==> config.mk <==
export PLATFORM = sky130hd
export DESIGN_NAME = psram_arbiter_flat
export DESIGN_NICKNAME = d
export VERILOG_FILES = /design/src/rtl/psram_arbiter_if.sv /design/src/rtl/psram_arbiter.sv /design/src/flat_wrapper.sv
export SDC_FILE = /design/constraint.sdc
export NUM_CORES = 1
export LEC_CHECK = 0
export CORE_MARGIN = 4
export CORE_UTILIZATION = 40
export CTS_CLUSTER_SIZE = 16
export DETAILED_ROUTE_END_ITERATION = 8
export GPL_ROUTABILITY_DRIVEN = 0
export PLACE_DENSITY_LB_ADDON = 0.25
export SLEW_MARGIN = 15
export SYNTH_ARGS = -nofsm -noshare
export SYNTH_HDL_FRONTEND = slang
export SYNTH_SLANG_ARGS = --single-unit
==> constraint.sdc <==
create_clock -name clk -period 3.2 [get_ports clk]
set_input_delay 0.64 -clock clk [delete_from_list [all_inputs] [get_ports clk]]
set_output_delay 0.64 -clock clk [all_outputs]
set_load 0.005 [all_outputs]
==> src/rtl/psram_arbiter_if.sv <==
// Bundle of the two requester ports and the controller-facing command port of
// psram_arbiter. The arbiter uses the slave view; requesters/controller use master.
interface psram_arbiter_if #(
    parameter int ADDR_W = 22,
    parameter int DATA_W = 16
);
    logic              a_req;
    logic [ADDR_W-1:0] a_addr;
    logic              a_ack;
    logic [DATA_W-1:0] a_rd_data;

    logic              b_req;
    logic              b_write;
    logic [ADDR_W-1:0] b_addr;
    logic [DATA_W-1:0] b_wr_data;
    logic              b_ack;
    logic [DATA_W-1:0] b_rd_data;

    logic              timeout_err;

    logic              m_cmd_en;
    logic              m_cmd_write;
    logic [ADDR_W-1:0] m_addr;
    logic [DATA_W-1:0] m_wr_data;
    logic [DATA_W-1:0] m_rd_data;
    logic              m_data_valid;
    logic              m_busy;

    modport slave (
        input  a_req, a_addr, b_req, b_write, b_addr, b_wr_data,
        input  m_rd_data, m_data_valid, m_busy,
        output a_ack, a_rd_data, b_ack, b_rd_data, timeout_err,
        output m_cmd_en, m_cmd_write, m_addr, m_wr_data
    );

    modport master (
        output a_req, a_addr, b_req, b_write, b_addr, b_wr_data,
        output m_rd_data, m_data_valid, m_busy,
        input  a_ack, a_rd_data, b_ack, b_rd_data, timeout_err,
        input  m_cmd_en, m_cmd_write, m_addr, m_wr_data
    );
endinterface

==> src/rtl/psram_arbiter.sv <==
// Two-port arbiter/sequencer in front of the PSRAM controller: port A (read,
// high priority) and port B (read/write, starvation-guarded), one op at a time.
module psram_arbiter #(
    parameter int ADDR_W     = 22,
    parameter int DATA_W     = 16,
    parameter int TIMEOUT    = 63,
    parameter int STARVE_MAX = 4
) (
    input  logic             clk,
    input  logic             reset_n,
    psram_arbiter_if.slave   bus
);
    localparam int TO_W = $clog2(TIMEOUT + 1);
    localparam int SV_W = $clog2(STARVE_MAX + 1);

    typedef enum logic [1:0] {
        IDLE  = 2'd0,
        ISSUE = 2'd1,
        WAIT  = 2'd2,
        RESP  = 2'd3
    } state_t;

    state_t            state_r;
    logic              owner_b_r;
    logic [TO_W-1:0]   to_cnt_r;
    logic [SV_W-1:0]   starve_r;

    logic              a_ack_r;
    logic              b_ack_r;
    logic [DATA_W-1:0] a_rd_data_r;
    logic [DATA_W-1:0] b_rd_data_r;
    logic              timeout_err_r;
    logic              m_cmd_en_r;
    logic              m_cmd_write_r;
    logic [ADDR_W-1:0] m_addr_r;
    logic [DATA_W-1:0] m_wr_data_r;

    logic              grant_b_s;
    logic              done_s;
    logic              done_to_s;
    logic [DATA_W-1:0] done_data_s;

    assign bus.a_ack       = a_ack_r;
    assign bus.b_ack       = b_ack_r;
    assign bus.a_rd_data   = a_rd_data_r;
    assign bus.b_rd_data   = b_rd_data_r;
    assign bus.timeout_err = timeout_err_r;
    assign bus.m_cmd_en    = m_cmd_en_r;
    assign bus.m_cmd_write = m_cmd_write_r;
    assign bus.m_addr      = m_addr_r;
    assign bus.m_wr_data   = m_wr_data_r;

    // Arbitration choice for the IDLE grant
    always_comb begin
        grant_b_s = 1'b0;
        if (bus.a_req && bus.b_req) begin
            grant_b_s = (starve_r == SV_W'(STARVE_MAX));
        end else if (bus.b_req) begin
            grant_b_s = 1'b1;
        end else begin
            grant_b_s = 1'b0;
        end
    end

    // WAIT completion: read data, write drain, or forced timeout.
    // The first WAIT cycle ignores m_busy since the controller has not yet seen cmd_en.
    always_comb begin
        done_s      = 1'b0;
        done_to_s   = 1'b0;
        done_data_s = bus.m_rd_data;
        if (state_r == WAIT) begin
            if (!m_cmd_write_r && bus.m_data_valid) begin
                done_s = 1'b1;
            end else if (m_cmd_write_r && !bus.m_busy && (to_cnt_r != {TO_W{1'b0}})) begin
                done_s = 1'b1;
            end else if (to_cnt_r == TO_W'(TIMEOUT - 1)) begin
                done_s      = 1'b1;
                done_to_s   = 1'b1;
                done_data_s = {DATA_W{1'b1}};
            end else begin
                done_s = 1'b0;
            end
        end else begin
            done_s = 1'b0;
        end
    end

    // Sequencer FSM with all outputs registered
    always_ff @(posedge clk or negedge reset_n) begin
        if (!reset_n) begin
            state_r       <= IDLE;
            owner_b_r     <= 1'b0;
            to_cnt_r      <= {TO_W{1'b0}};
            starve_r      <= {SV_W{1'b0}};
            a_ack_r       <= 1'b0;
            b_ack_r       <= 1'b0;
            a_rd_data_r   <= {DATA_W{1'b0}};
            b_rd_data_r   <= {DATA_W{1'b0}};
            timeout_err_r <= 1'b0;
            m_cmd_en_r    <= 1'b0;
            m_cmd_write_r <= 1'b0;
            m_addr_r      <= {ADDR_W{1'b0}};
            m_wr_data_r   <= {DATA_W{1'b0}};
        end else begin
            a_ack_r       <= 1'b0;
            b_ack_r       <= 1'b0;
            timeout_err_r <= 1'b0;
            m_cmd_en_r    <= 1'b0;
            case (state_r)
                IDLE: begin
                    if (bus.a_req || bus.b_req) begin
                        owner_b_r <= grant_b_s;
                        state_r   <= ISSUE;
                        if (grant_b_s) begin
                            m_cmd_write_r <= bus.b_write;
                            m_addr_r      <= bus.b_addr;
                            m_wr_data_r   <= bus.b_wr_data;
                            starve_r      <= {SV_W{1'b0}};
                        end else begin
                            m_cmd_write_r <= 1'b0;
                            m_addr_r      <= bus.a_addr;
                            if (!bus.b_req) begin
                                starve_r <= {SV_W{1'b0}};
                            end else if (starve_r != SV_W'(STARVE_MAX)) begin
                                starve_r <= starve_r + SV_W'(1'b1);
                            end else begin
                                starve_r <= starve_r;
                            end
                        end
                    end else begin
                        state_r <= IDLE;
                    end
                end
                ISSUE: begin
                    if (bus.m_busy) begin
                        state_r <= ISSUE;
                    end else begin
                        m_cmd_en_r <= 1'b1;
                        to_cnt_r   <= {TO_W{1'b0}};
                        state_r    <= WAIT;
                    end
                end
                WAIT: begin
                    if (done_s) begin
                        state_r       <= RESP;
                        timeout_err_r <= done_to_s;
                        if (owner_b_r) begin
                            b_ack_r <= 1'b1;
                            if (!m_cmd_write_r) begin
                                b_rd_data_r <= done_data_s;
                            end else begin
                                b_rd_data_r <= b_rd_data_r;
                            end
                        end else begin
                            a_ack_r     <= 1'b1;
                            a_rd_data_r <= done_data_s;
                        end
                    end else begin
                        to_cnt_r <= to_cnt_r + TO_W'(1'b1);
                    end
                end
                RESP: begin
                    to_cnt_r <= {TO_W{1'b0}};
                    state_r  <= IDLE;
                end
                default: begin
                    state_r <= IDLE;
                end
            endcase
        end
    end
endmodule
==> src/flat_wrapper.sv <==
// flat-port wrapper written by rule: the top's interface ports become plain ports
module psram_arbiter_flat 
#(
    parameter int ADDR_W     = 22,
    parameter int DATA_W     = 16,
    parameter int TIMEOUT    = 63,
    parameter int STARVE_MAX = 4
)
  (clk, reset_n, bus_a_req, bus_a_addr, bus_b_req, bus_b_write, bus_b_addr, bus_b_wr_data, bus_m_rd_data, bus_m_data_valid, bus_m_busy, bus_a_ack, bus_a_rd_data, bus_b_ack, bus_b_rd_data, bus_timeout_err, bus_m_cmd_en, bus_m_cmd_write, bus_m_addr, bus_m_wr_data);
  psram_arbiter_if #(.ADDR_W(ADDR_W), .DATA_W(DATA_W)) bus_i ();
  input  logic clk;
  input  logic reset_n;
  input wire logic [$bits(bus_i.a_req)-1:0] bus_a_req;
  input wire logic [$bits(bus_i.a_addr)-1:0] bus_a_addr;
  input wire logic [$bits(bus_i.b_req)-1:0] bus_b_req;
  input wire logic [$bits(bus_i.b_write)-1:0] bus_b_write;
  input wire logic [$bits(bus_i.b_addr)-1:0] bus_b_addr;
  input wire logic [$bits(bus_i.b_wr_data)-1:0] bus_b_wr_data;
  input wire logic [$bits(bus_i.m_rd_data)-1:0] bus_m_rd_data;
  input wire logic [$bits(bus_i.m_data_valid)-1:0] bus_m_data_valid;
  input wire logic [$bits(bus_i.m_busy)-1:0] bus_m_busy;
  output wire logic [$bits(bus_i.a_ack)-1:0] bus_a_ack;
  output wire logic [$bits(bus_i.a_rd_data)-1:0] bus_a_rd_data;
  output wire logic [$bits(bus_i.b_ack)-1:0] bus_b_ack;
  output wire logic [$bits(bus_i.b_rd_data)-1:0] bus_b_rd_data;
  output wire logic [$bits(bus_i.timeout_err)-1:0] bus_timeout_err;
  output wire logic [$bits(bus_i.m_cmd_en)-1:0] bus_m_cmd_en;
  output wire logic [$bits(bus_i.m_cmd_write)-1:0] bus_m_cmd_write;
  output wire logic [$bits(bus_i.m_addr)-1:0] bus_m_addr;
  output wire logic [$bits(bus_i.m_wr_data)-1:0] bus_m_wr_data;
  assign bus_i.a_req = bus_a_req;
  assign bus_i.a_addr = bus_a_addr;
  assign bus_i.b_req = bus_b_req;
  assign bus_i.b_write = bus_b_write;
  assign bus_i.b_addr = bus_b_addr;
  assign bus_i.b_wr_data = bus_b_wr_data;
  assign bus_i.m_rd_data = bus_m_rd_data;
  assign bus_i.m_data_valid = bus_m_data_valid;
  assign bus_i.m_busy = bus_m_busy;
  assign bus_a_ack = bus_i.a_ack;
  assign bus_a_rd_data = bus_i.a_rd_data;
  assign bus_b_ack = bus_i.b_ack;
  assign bus_b_rd_data = bus_i.b_rd_data;
  assign bus_timeout_err = bus_i.timeout_err;
  assign bus_m_cmd_en = bus_i.m_cmd_en;
  assign bus_m_cmd_write = bus_i.m_cmd_write;
  assign bus_m_addr = bus_i.m_addr;
  assign bus_m_wr_data = bus_i.m_wr_data;
  psram_arbiter #(.ADDR_W(ADDR_W), .DATA_W(DATA_W), .TIMEOUT(TIMEOUT), .STARVE_MAX(STARVE_MAX)) u_core (.clk(clk), .reset_n(reset_n), .bus(bus_i));
endmodule
==> flow_summary.toml, run 1 <==
[cts]
clkTransAtPathRegs_ns = 0.10
postCtsSetupBuffers = 0
cts_buffer_depth = 2
cts_tree = "yes"
cts_sinks = 87
cts_root_buffer = "clkbuf_8"
clk_latency_ns = 0.36
cts_buffers = 9
hold_buffers = 0
ctsResizeCount = 0
h-tree-depth = 3

[logic_synthesis]
synth_cell_types = 38
ys.flop_type = "dfrtp_1"
synth_area_um2 = 3650
yosysWarnings = 0
synthesis.nets = 386
async_flop_share = 1.00
synth_top_area_share = 0.596
synth-seq-area-share = 0.596
synthTopCellsByArea = "dfrtp_1 (60%), o22a_1 (7.4%), mux2i_1 (6.3%)"
synth_area_per_cell_um2 = 12.3
ys_ff_latch = 87
synth-edff-count = 0
synth_top_area_cell = "dfrtp_1"
syn_inst = 298

[floorplanning]
start_util = 0.415
die_x_um = 104
die_area_um2 = 10700
boundaryPins = 158
core-area_um2 = 8810
rows = 34
die_height_um = 104

[detailed_routing]
drt_wl_total_um = 9080
first_pass_iters = 4
num_vias = 2869
first_iter_violations = 74
via_per_inst = 5.07
drc = 0
wl_per_cell_um = 16.0
antenna_left = 0

[global_routing]
grt_pass1_vias = 3035
grt_overflow_total = 0
grt_max_degree = 88
grt_util_all_layers = 0.173
grt_first_pass_wirelength_um = 15000
antenna_found_initial = 0

[setup_path]
startpoint_type = "input port"
arrival_ns = 2.46
worstPathMaxFanout = 18
critPathCapture = "u_core.bus.m_wr_data[8]"
r2r_setup_slack_ns = 1.12
timing.reg2reg.worst_path_depth = 6
path_class = "in -> reg"
crit_path_end_kind = "flip-flop"
r2r-start = "u_core.to_cnt_r[0]"
crit_required_ns = 3.46
crit_start = "bus_a_req"
timing.rr.end = "u_core.bus.a_rd_data[2]"

[finish]
layout_commonest_cell = "clkdlybuf4s50_1"
fin_nets = 541
layout-drive-gt1-share = 0.0721
layout_common_cells = "clkdlybuf4s50_1 (156), dfrtp_1 (87), nand2_1 (32)"
num_antenna_cells = 0
instances_no_fill = 566
syn_to_final_growth_pct = 49.7

[sta]
hold_slack_ns = 0.318
worst_slew_pin_slew_ns = 0.819
fin_crit_ns = 2.20
setup_viol = 0
fmax_ghz = 0.454
post-route-period-util = 0.688
fin_skew_ns = 0.0159
hold_viol_final = 0
report.final.slew_viol_count = 0
rsz0062_at_grt = "no"
relSlewSlack = 0.454
setup_tns_ns = 0

[placed_design]
dpl.hpwl_um = 6810
port_buffers = 157
dp_cells = 550

[power_and_ir_drop]
pwr_density_cell_nw_per_um2 = 837
p_leak_nw = 2.33
vdd_drop_max_mv = 0.361
power.total_mw = 4.58

[run_status]
status = "completed"

[hold_path]
hold_path_class = "in -> async"

[flow_run]
drv_cap = 0
[Yosys cell counts, types with 3 or more instances]
| library cell | instances |
|---|---|
| nor3_1 | 3 |
| nand3_1 | 7 |
| o21ai_1 | 5 |
| nand2b_1 | 6 |
| a21oi_1 | 5 |
| nand2_1 | 32 |
| or2_1 | 3 |
| clkbuf_1 | 6 |
| ha_1 | 5 |
| buf_2 | 5 |
| inv_1 | 8 |
| o21ai_0 | 21 |
| dfrtp_1 | 87 |
| nor2_1 | 5 |
| buf_6 | 3 |
| mux2_2 | 8 |
| mux2_1 | 8 |
| o22a_1 | 31 |
| mux2i_1 | 23 |
| o21a_1 | 3 |
[worst min path at each step]
stage	startpoint	to	slack (ns)	depth (start not counted)
floorplan	reset_n	asynchronous set/reset pin	0.34	0
global placement	u_core.bus.m_addr[12]	u_core.bus.m_addr[12]	0.46	2
detailed placement	u_core.bus.m_addr[10]	u_core.bus.m_addr[10]	0.47	2
CTS	u_core.bus.m_addr[10]	u_core.bus.m_addr[10]	0.49	2
global route	reset_n	u_core.bus.a_rd_data[8]	0.39	1
finish	reset_n	u_core.bus.a_rd_data[8]	0.32	1
[routing by layer]
metal / global-route usage / wire [µm]
met5: 0 / 0
met4: 0.0665 / 179
met3: 0.0821 / 1010
met2: 0.291 / 4290
met1: 0.190 / 3590
[power by group]
| group | switching, mW | internal (mW) |
|---|---|---|
| Sequential | 0.315 | 1.60 |
| Clock | 0.411 | 0.295 |
| Combinational | 0.739 | 1.22 |
[critical path, cell delays in order]
cell             delay (ns)
clkdlybuf4s50_1        0.52
a21boi_1               0.21
nand2b_1               0.31
nand2b_1               0.16
buf_4                  0.25
mux2_2                 0.36
[layout make-up]
cell class,instances,area (µm²)
clock buffer,10,128
clock inverter,6,50.0
fill,729,3340
inverter,8,30.0
multi-input combinational,187,1350
sequential,87,2180
tap,108,135
timing repair buffer,160,1600
[cell families (layout without fill, tap and decap cells)]
kind of cell	count (synthesis)	in the layout	synth area share
AOI/OAI and AO/OA	80	80	0.158
adders and majority gates	5	5	0.0171
DFF	87	87	0.596
buffers and inverters	24	184	0.0346
and+or+nand+nor	63	63	0.0825
muxes	39	39	0.112
[through the flow]
stage	instance area [µm²]	worst slack (ns)	util
after CTS	5470	0.992	0.621
after detailed placement	5290	0.607	0.600
after global routing	5470	0.835	0.621
final	5470	1.00	0.621
after global placement	5290	0.666	0.600
after floorplan	3650	1.30	-
[sequential cells by signal (all words and copies together) (netlist names), named ones only]
signal	flops
u_core.bus.m_wr_data	16
u_core.bus.m_cmd_write	1
u_core.bus.m_cmd_en	1
u_core.state_r	1
u_core.to_cnt_r	6
u_core.bus.a_ack	1
u_core.bus.b_rd_data	16
u_core.bus.timeout_err	1
u_core.bus.m_addr	22
u_core.bus.b_ack	1
u_core.bus.a_rd_data	16
u_core.starve_r	3
u_core.owner_b_r	1
Note: power is estimated with default switching activity, not from simulation.
==> run 2: changes to the inputs <==
- CORE_UTILIZATION: 40 -> 38
- clock period: 3.2 -> 2 ns (I/O delays scaled with it)
==> flow_summary.toml, run 2 (synthesis gave the netlist of run 1 again) <==
[cts]
h-tree-depth = 3
cts_sinks = 87
clkTransAtPathRegs_ns = 0.09
cts_buffer_depth = 2
cts_buffers = 9
cts_root_buffer = "clkbuf_8"
cts_tree = "yes"
clk_latency_ns = 0.34
postCtsSetupBuffers = 0
hold_buffers = 0
ctsResizeCount = 0

[sta]
fin_skew_ns = 0.0116
rsz0062_at_grt = "no"
setup_tns_ns = 0
worst_slew_pin_slew_ns = 0.551
relSlewSlack = 0.633
fmax_ghz = 0.538
hold_slack_ns = 0.0512
setup_viol = 0
report.final.slew_viol_count = 0
post-route-period-util = 0.929
fin_crit_ns = 1.86
hold_viol_final = 0

[setup_path]
r2r-start = "u_core.to_cnt_r[3]"
timing.rr.end = "u_core.bus.a_rd_data[13]"
crit_start = "u_core.to_cnt_r[3]"
worstPathMaxFanout = 10
path_class = "reg -> reg"
crit_required_ns = 2.23
r2r_setup_slack_ns = 0.14
crit_path_end_kind = "flip-flop"
timing.reg2reg.worst_path_depth = 6
startpoint_type = "flip-flop"
arrival_ns = 2.08
critPathCapture = "u_core.bus.a_rd_data[13]"

[power_and_ir_drop]
p_sw_frac = 0.306
pwr-share-clk = 0.173
pwr_density_cell_nw_per_um2 = 1340
p_seq_frac = 0.399
p_leak_nw = 2.46
vdd_drop_max_mv = 0.512
power.switching_mw = 2.35
p_int_mw = 5.32
pwr-share-comb = 0.428

[finish]
layout_common_cells = "clkdlybuf4s50_1 (156), dfrtp_1 (87), nand2_1 (32)"
largest_reg_flops = 22
utilization = 0.616
layout_commonest_cell = "clkdlybuf4s50_1"
num_antenna_cells = 0
syn_to_final_growth_pct = 56.5
layout-drive-gt1-share = 0.103
fin_nets = 558

[detailed_routing]
wl_per_cell_um = 15.8
drt_wl_total_um = 9550
antenna_left = 0
num_vias = 2967
first_pass_iters = 4
first_iter_violations = 78
drc = 0
via_per_inst = 4.91

[global_routing]
grt_max_degree = 47
grt_first_pass_wirelength_um = 15500
grt_util_all_layers = 0.175
antenna_found_initial = 0
grt_overflow_total = 0
grt_pass1_vias = 3153

[floorplanning]
die_height_um = 106
core-area_um2 = 9280
die_area_um2 = 11200
die_x_um = 106
start_util = 0.394
boundaryPins = 158
rows = 35

[flow_run]
drv_cap = 0

[hold_path]
hold_path_class = "in -> async"

[placed_design]
port_buffers = 157
dpl.hpwl_um = 7430

[run_status]
status = "completed"
[run 2: cell types whose count changed in the layout (fill, tap and decap cells not counted), moves of 2 or more]
cell       before  now
inv_6           3    0
buf_12          0    5
bufinv_16       0    2
clkinv_4        0    2
buf_4           3   16
[run 2: cell type report]
cell class	instances	area [µm²]
Timing Repair Buffer	177	1780
Inverter	8	30.0
Sequential cell	87	2180
Clock buffer	11	131
Multi-Input combinational cell	187	1350
Fill cell	805	3570
Clock inverter	5	82.6
Tap cell	129	161
[run 2: how the worst min path moves through the flow]
stage                                       to  slack, ns  depth (start not counted)
finish                 u_core.bus.b_rd_data[3]       0.05                          1
global route           u_core.bus.a_rd_data[9]       0.07                          1
CTS                    u_core.bus.a_rd_data[9]       0.05                          1
detailed placement     u_core.bus.b_rd_data[3]       0.43                          1
global placement       u_core.bus.b_rd_data[3]       0.42                          1
floorplan           asynchronous set/reset pin       0.10                          0
[run 2: per-stage QoR]
stage          setup WS [ns]  power, mW  instances  area, µm²
6_report               0.142       7.67        604       5720
5_1_grt               0.0368       8.24        604       5720
4_1_cts                0.153       7.81        604       5720
3_5_place_dp         0.00399       6.45        588       5500
3_3_place_gp          0.0258       6.33        588       5500
2_1_floorplan          0.176       4.32        298       3650
[run 2: power groups by stage]
stage / Sequential [mW] / Clock, mW / Combinational, mW
CTS: 3.07 / 1.38 / 3.36
global route: 3.18 / 1.46 / 3.60
detailed placement: 3.09 / 0 / 3.35
global placement: 3.08 / 0 / 3.26
floorplan: 3.08 / 0 / 1.24
finish: 3.06 / 1.33 / 3.28
[run 2: layer usage]
layer,global-route usage,part of all wire
met5,0,0
met4,0.0601,0.016
met3,0.0692,0.095
met2,0.286,0.48
met1,0.210,0.41
[run 2: critical path, stage by stage, from the launching register on]
cell and delay (ns):
dfrtp_1 0.45, nor4_2 0.43, a32o_2 0.30, buf_4 0.14
a21oi_2 0.05, buf_4 0.17, o22a_1 0.20
